===== src/rtl/gwas_bit_pkg.sv =====
// Shared widths and state encoding for the bit-index streaming block.
package gwas_bit_pkg;

  localparam int DATA_WIDTH_DEF = 64;
  localparam int IDX_WIDTH_DEF  = 6;
  localparam int CNT_WIDTH_DEF  = 7;

  typedef enum logic {
    IDLE = 1'b0,
    EMIT = 1'b1
  } state_e;

endpackage : gwas_bit_pkg


===== src/rtl/gwas_bit_count.sv =====
// Combinational population count of a DATA_WIDTH word.
module gwas_bit_count
  import gwas_bit_pkg::*;
#(
  parameter int DATA_WIDTH = DATA_WIDTH_DEF,
  parameter int CNT_WIDTH  = CNT_WIDTH_DEF
) (
  input  logic [DATA_WIDTH-1:0] data,
  output logic [CNT_WIDTH-1:0]  count
);

  always_comb begin
    count = '0;
    for (int i = 0; i < DATA_WIDTH; i++) begin
      count = count + CNT_WIDTH'(data[i]);
    end
  end

endmodule : gwas_bit_count


===== src/rtl/lsb_find.sv =====
// Lowest-set-bit finder: index of the least significant one plus its one-hot isolate.
module lsb_find
  import gwas_bit_pkg::*;
#(
  parameter int DATA_WIDTH = DATA_WIDTH_DEF,
  parameter int IDX_WIDTH  = IDX_WIDTH_DEF
) (
  input  logic [DATA_WIDTH-1:0] mask,
  output logic [IDX_WIDTH-1:0]  idx,
  output logic [DATA_WIDTH-1:0] isolate
);

  // Two's-complement trick keeps only the lowest one; zero mask gives zero isolate.
  assign isolate = mask & (~mask + DATA_WIDTH'(1));

  always_comb begin
    idx = '0;
    for (int i = DATA_WIDTH - 1; i >= 0; i--) begin
      if (mask[i]) begin
        idx = IDX_WIDTH'(i);
      end
    end
  end

endmodule : lsb_find


===== src/rtl/bit_index_stream.sv =====
// Streams the indices of the set bits of each accepted bitmask word, lowest first,
// one valid/ready beat per set bit (a single flagged beat for an all-zero word).
module bit_index_stream
  import gwas_bit_pkg::*;
#(
  parameter int DATA_WIDTH = DATA_WIDTH_DEF,
  parameter int IDX_WIDTH  = IDX_WIDTH_DEF,
  parameter int CNT_WIDTH  = CNT_WIDTH_DEF
) (
  input  logic                  clk,
  input  logic                  rst_n,
  input  logic                  in_valid,
  output logic                  in_ready,
  input  logic [DATA_WIDTH-1:0] data_in,
  output logic                  out_valid,
  input  logic                  out_ready,
  output logic [IDX_WIDTH-1:0]  out_idx,
  output logic [CNT_WIDTH-1:0]  out_seq,
  output logic [CNT_WIDTH-1:0]  out_total,
  output logic                  out_last,
  output logic                  out_zero
);

  state_e                state_q, state_d;
  logic [DATA_WIDTH-1:0] mask_q, mask_d;
  logic [CNT_WIDTH-1:0]  seq_q, seq_d;
  logic [CNT_WIDTH-1:0]  total_q, total_d;
  logic                  zero_q, zero_d;

  logic [DATA_WIDTH-1:0] isolate;
  logic [IDX_WIDTH-1:0]  lsb_idx;
  logic [CNT_WIDTH-1:0]  load_count;
  logic                  emit;
  logic                  one_left;
  logic                  last_beat;

  lsb_find #(
    .DATA_WIDTH (DATA_WIDTH),
    .IDX_WIDTH  (IDX_WIDTH)
  ) u_lsb_find (
    .mask    (mask_q),
    .idx     (lsb_idx),
    .isolate (isolate)
  );

  gwas_bit_count #(
    .DATA_WIDTH (DATA_WIDTH),
    .CNT_WIDTH  (CNT_WIDTH)
  ) u_bit_count (
    .data  (data_in),
    .count (load_count)
  );

  assign emit      = (state_q == EMIT);
  // Exactly one bit left means the isolate equals the whole remaining mask.
  assign one_left  = (mask_q != '0) && (mask_q == isolate);
  assign last_beat = zero_q || one_left;

  assign in_ready  = (state_q == IDLE);
  assign out_valid = emit;
  assign out_idx   = lsb_idx;
  assign out_seq   = seq_q;
  assign out_total = total_q;
  assign out_last  = emit && last_beat;
  assign out_zero  = emit && zero_q;

  always_comb begin
    state_d = state_q;
    mask_d  = mask_q;
    seq_d   = seq_q;
    total_d = total_q;
    zero_d  = zero_q;
    case (state_q)
      IDLE: begin
        if (in_valid) begin
          mask_d  = data_in;
          total_d = load_count;
          zero_d  = (data_in == '0);
          seq_d   = '0;
          state_d = EMIT;
        end
      end
      EMIT: begin
        if (out_ready) begin
          mask_d = mask_q & ~isolate;
          if (last_beat) begin
            seq_d   = '0;
            zero_d  = 1'b0;
            state_d = IDLE;
          end else begin
            seq_d = seq_q + CNT_WIDTH'(1);
          end
        end
      end
      default: state_d = IDLE;
    endcase
  end

  always_ff @(posedge clk or negedge rst_n) begin
    if (!rst_n) begin
      state_q <= IDLE;
      mask_q  <= '0;
      seq_q   <= '0;
      total_q <= '0;
      zero_q  <= 1'b0;
    end else begin
      state_q <= state_d;
      mask_q  <= mask_d;
      seq_q   <= seq_d;
      total_q <= total_d;
      zero_q  <= zero_d;
    end
  end

endmodule : bit_index_stream


===== config.mk =====
export PLATFORM = sky130hd
export DESIGN_NAME = bit_index_stream
export DESIGN_NICKNAME = d
export VERILOG_FILES = /design/src/rtl/gwas_bit_pkg.sv /design/src/rtl/gwas_bit_count.sv /design/src/rtl/lsb_find.sv /design/src/rtl/bit_index_stream.sv
export SDC_FILE = /design/constraint.sdc
export NUM_CORES = 1
export LEC_CHECK = 0
export CAP_MARGIN = 20
export CORE_UTILIZATION = 47
export CTS_BUF_LIST = sky130_fd_sc_hd__clkbuf_2
export CTS_CLUSTER_SIZE = 24
export DETAILED_ROUTE_END_ITERATION = 8
export HOLD_SLACK_MARGIN = 0.1
export PLACE_DENSITY = 0.7
export SYNTH_ARGS = -nofsm -noshare
export SYNTH_HDL_FRONTEND = slang
export SYNTH_SLANG_ARGS = --single-unit

===== constraint.sdc =====
create_clock -name clk -period 4.5 [get_ports clk]
set_input_delay 0.675 -clock clk [delete_from_list [all_inputs] [get_ports clk]]
set_output_delay 0.675 -clock clk [all_outputs]
set_load 0.05 [all_outputs]

== After elaboration in Yosys (flattened, before gate mapping) ==
Index checks and enable logic that the tools add are counted.
Storage, ports and cells
  register bits: 80
  memories kept: 0
  ROM bits: 0
  memory bits (writable): 0
  output and inout bits: 24
  bits in latches: 0
Cells by class
  div/mod/pow operators: 0
  reduce and logical (&&, ||, !) cells: 9
  multiplexer cells: 79
  add/sub/neg operators: 65
  $lt $le $gt $ge: 0
  multipliers: 0
  bitwise operators: 5
  equality and inequality tests: 4
  shift-type cells: 0
Operators with widths (number)
  7-bit by 1-bit adder with 7-bit output: 62
  6-bit two-way mux: 64
  64-bit AND: 2
  64-bit two-way mux: 2
  64-bit inverter: 2
  64-bit case mux with 2 select lines: 1
  64-bit by 1-bit adder with 64-bit output, second input constant: 1
  64-bit == test: 1
  64-bit zero test: 1
  64-bit nonzero test: 1
  7-bit two-way mux: 3
  7-bit case mux with 2 select lines: 1
  7-bit by 1-bit adder with 7-bit output, second input constant: 1
  1-bit two-way mux: 6
  2-bit != test, second input constant: 2
  1-bit case mux with 2 select lines: 2
  2-bit AND reduction: 2
  1-bit logical AND: 3
  3-bit AND reduction: 1
  1-bit by 1-bit adder with 2-bit output: 1
  2-bit by 1-bit != test with 1-bit output, second input constant: 1
  1-bit logical OR: 1
  1-bit inverter: 1

== Longest topological paths before layout ==
  word-level depth: 64
  gate-level depth with buffers: 21
  depth with buffers taken out: 21

== By module ==
A second synthesis with hierarchy kept.
Second synthesis, totals
  cell total of the unflattened synthesis: 947
  area, all modules: 8261.7 sq um
Modules (own cells, without submodules)
  bit_index_stream: times used 1, area an instance 5086.1 sq um, cells each 539, sequential area each 2001.9 sq um
  gwas_bit_count: times used 1, area an instance 1729.2 sq um, cells each 172, sequential area each 0.0 sq um
  lsb_find: times used 1, area an instance 1446.4 sq um, cells each 236, sequential area each 0.0 sq um

== Worst setup path after synthesis ==
Ideal clock, no wire load.
  kind: input to register
  start: input data_in[0]
  end: register total_q[6], in the netlist out_total[6]
  required time: 4.374 ns
  path slack: -1.903 ns
  data arrival time: 6.277 ns
  stages on the path: 19
  cells stage by stage: inv_1 ha_1 inv_1 fa_1 fa_1 fa_1 fa_1 fa_1 fa_1 fa_1 fa_1 inv_1 fa_1 fa_1 a21o_1 a21oi_1 nor2b_1 o21ai_0 a21oi_1
Between the ends
  word-level cells in the longest chain between the ends: 63
Ends and longest elaborated chain
  from (decl): line bit_index_stream.sv:14  | input logic [DATA_WIDTH-1:0] data_in,
  1-bit by 1-bit adder with 2-bit output: line gwas_bit_count.sv:15  | count = count + CNT_WIDTH'(data[i]);
  7-bit by 1-bit adder with 7-bit output (62 in a row): line gwas_bit_count.sv:15
  to (signal assigned): line bit_index_stream.sv:110  | total_q <= total_d;
  to (decl): line bit_index_stream.sv:27  | logic [CNT_WIDTH-1:0] total_q, total_d;
Every way passes these cells.
A chain may end at the register's enable or synchronous reset.

== Final worst setup path ==
  start: input data_in[0]
  end: register total_q[5], in the netlist out_total[5]
The elaborated chain is that of the path after synthesis.

==> metrics.md <==
| Metric | Value |
|---|---|
| DRC | 0 |
| Initial Utilization | 48.5% |
| Worst path slowest cell | fa_2 |
| Post-synth EDFFs | 0 |
| Post-DRT Antenna Nets | 0 |
| Crit-path cells | buf_2, inv_2, ha_4, inv_1, fa_1, fa_2, fa_2, fa_2, fa_1, fa_1, fa_1, fa_1, inv_1, fa_2, a21o_1, a21o_1, a21o_1, a21oi_2, xor2_1, o21ai_1 |
| Critical path startpoint category | primary input |
| Worst slew pin tran | 1.15 ns |
| Critical Path AT | 6.30 ns |
| Final net count | 1,152 |
| Clock sink count | 80 |
| Yosys cell types | 66 |
| Crit Path Category | primary input to flop |
| # port buffers | 91 |
| Multi-input gate area | 4620 µm² |
| Syn Inst Count | 851 |
| Crit-path most repeated cell | fa_1 |
| Class of the worst hold path | primary input to flop |
| Total die area | 15,500 µm² |
| Drt pass-1 iters | 7 |
| CP max stage delay | 0.56 ns |
| Gr ovfl total | 0 |
| Drt total wl | 26,400 µm |
| Clock skew | 0.0287 ns |
| Synth warn | 0 |
| Gr usage total | 34.6% |
| Commonest non-fill, non-tap cell in the layout | buf_4 |
| Mapped Area | 7070 µm² |
| First-pass GRT wire length | 41,000 µm |
| Final HPWL DP | 20,200 µm |
| Most frequent cells in the layout | 104 x buf_4, 89 x o21ai_0, 88 x inv_1, 84 x nand2_1, 78 x dfrtp_1 |
| Place WS | -2.32 ns |
| Max-Cap Viols | 0 |
| CTS Buffer Depth | 2 |
| Status | finished, violations left |
| Yosys reg bits | 80 |
| Final period util | 127% |
| CORE AREA | 14,600 µm² |
| Routed vias | 7,624 |
| CTS buffer count | 9 |
| Vias in the first global route | 7,151 |
| Largest net degree at the start of global routing | 58 |
| Routability Congestion | 0.988 |
| Share of layout cells above drive strength 1 | 19.9% |
| Family with the most delay on the worst path | adder cells |
| Hold Fails Final Rpt | 0 |
| Synth Net Count | 991 |
| CP required | 5.06 ns |
| Area growth from synthesis to layout | 27.6% |
| Worst-Skew Late Latency | 0.64 ns |
| CTS tree | done |
| Max Slew Vio Count | 0 |
| H-tree levels | 3 |
| Chip width | 125 µm |
| Top Ports | 92 |
| Post-synthesis area per instance | 8.31 µm² |
| Drt via density | 6.34 |
| Routed wire per std cell | 21.9 µm |
| RSZ-0062 raised after global routing | yes |
| Clock slew at the register clock pins of the worst setup and hold paths | 0.26 ns |
| Initial detailed-routing violation count | 927 |
| Seq/Total Area, Yosys | 28.3% |
| Failing checks | negative setup slack |
| Final setup viols | 7 |
| Rows | 44 |
| Slew headroom | 22.9% |
| Setup crit end kind | flop |
| Final WS setup | -1.24 ns |
| Top FF cell, synth | dfrtp_1 |
| Final worst path period need | 5.74 ns |
| Initial antenna violation count | 2 |
| Fmax | 174 MHz |
| Crit Path Max Fanout | 2 |
| Reg area | 2000 µm² |
| Die Y | 125 µm |
| Ys async rst share | 100% |
| CTS Root Cell | clkbuf_2 |
| # fillers | 1,311 |
| Buf+Inv Stages, Crit Path | 4 |
==> final timing paths <==
check                                    startpoint  slack (ns)                       end  cells after the start
setup / recovery                         data_in[0]       -1.24  out_total[5]$_DFFE_PN0P_                     20
hold / removal                          data_in[36]        0.31    mask_q[36]$_DFFE_PN0P_                      3
setup reg to reg             mask_q[32]$_DFFE_PN0P_        0.94    out_seq[3]$_DFFE_PN0P_                     11
hold reg to reg            out_total[0]$_DFFE_PN0P_        0.51  out_total[0]$_DFFE_PN0P_                      2
max in group asynchronous                     rst_n        3.00    mask_q[47]$_DFFE_PN0P_                      3
min in group asynchronous                     rst_n        0.63    out_seq[2]$_DFFE_PN0P_                      2
==> registers in the layout (all words and copies together), names as in the netlist <==
register and count:
out_seq 7, out_valid 1, mask_q 64, out_total 7
zero_q 1
==> worst min-delay path: cells and delay by family <==
kind	cells	cell delay, ns
buffers and inverters	2	0.16
AOI/OAI and AO/OA	1	0.08
==> cells in the mapped netlist, types with 5 or more instances <==
cell / count / share of area, %
a21o_1: 6 / 0.64
a21oi_1: 37 / 2.6
a22o_1: 29 / 3.6
a31oi_1: 13 / 1.2
buf_2: 8 / 0.57
clkbuf_1: 35 / 1.9
dfrtp_1: 80 / 28
fa_1: 54 / 15
ha_1: 18 / 3.2
inv_1: 105 / 5.6
nand2_1: 86 / 4.6
nand3_1: 14 / 0.99
nand4_1: 13 / 1.2
nor2_1: 64 / 3.4
nor3_1: 31 / 2.2
nor4_1: 33 / 2.9
o2111ai_1: 5 / 0.62
o21ai_0: 94 / 6.7
o21ai_1: 7 / 0.50
o21bai_1: 5 / 0.53
o22ai_1: 11 / 0.97
o31ai_1: 11 / 1.2
or2_2: 5 / 0.44
or4_1: 10 / 1.1
==> through the flow <==
step / utilization [%] / hold slack (ns) / instance area, µm² / instances / setup TNS, ns
after global placement: 60.2 / 0.463 / 8790 / 1179 / -14.51
final: 61.9 / 0.314 / 9020 / 1203 / -7.26
after detailed placement: 60.2 / 0.470 / 8790 / 1179 / -14.72
after floorplan: - / 0.379 / 7080 / 851 / -9.34
after global routing: 61.9 / 0.318 / 9020 / 1203 / -8.18
after CTS: 61.2 / 0.312 / 8930 / 1198 / -7.24
==> what timing repair did <==
| item | 4_1_cts | 5_1_grt |
|---|---|---|
| pin swaps | 21 | 24 |
| resized for setup | 102 | 30 |
| hold buffers | 1 | 0 |
| endpoints found under the hold margin | 6 | 0 |
| setup endpoints to repair | 10 | 10 |
| setup buffers | 3 | 2 |
==> area by class of cell <==
cell class,count,area share [%]
Timing Repair Buffer,197,18.4
Antenna cell,2,0.0555
Multi-Input combinational cell,619,51.1
Sequential cell,80,22.2
Clock buffer,11,0.610
Inverter,105,4.37
Tap cell,184,2.55
Clock inverter,5,0.638
==> kinds of logic (layout without fill, tap and decap cells) <==
family | after synthesis | count (layout) | synth area share (%)
AND/OR/NAND/NOR | 289 | 289 | 20.8
other | 0 | 2 | 0
multiplexers | 2 | 2 | 0.283
buffers and inverters | 152 | 318 | 8.42
AO/OA/AOI/OAI | 248 | 248 | 22.7
flip-flops | 80 | 80 | 28.3
adder cells (fa/ha/maj) | 76 | 76 | 19.0
XOR/XNOR | 4 | 4 | 0.495
==> metal layers <==
layer / up-vias / track usage (%) / wire length [µm] / share of wire (%)
met4: 2 / 12.2 / 1020 / 3.9
met1: 3666 / 48.8 / 10700 / 41
met2: 529 / 52.4 / 11700 / 44
met3: 85 / 7.60 / 2980 / 11
met5: - / 0 / 11 / 0.042
li1: 3342 / - / - / -
Power is left out: the tool's default activity adds up to more than one toggle a clock period on the data nets, which glitch-free logic cannot reach.
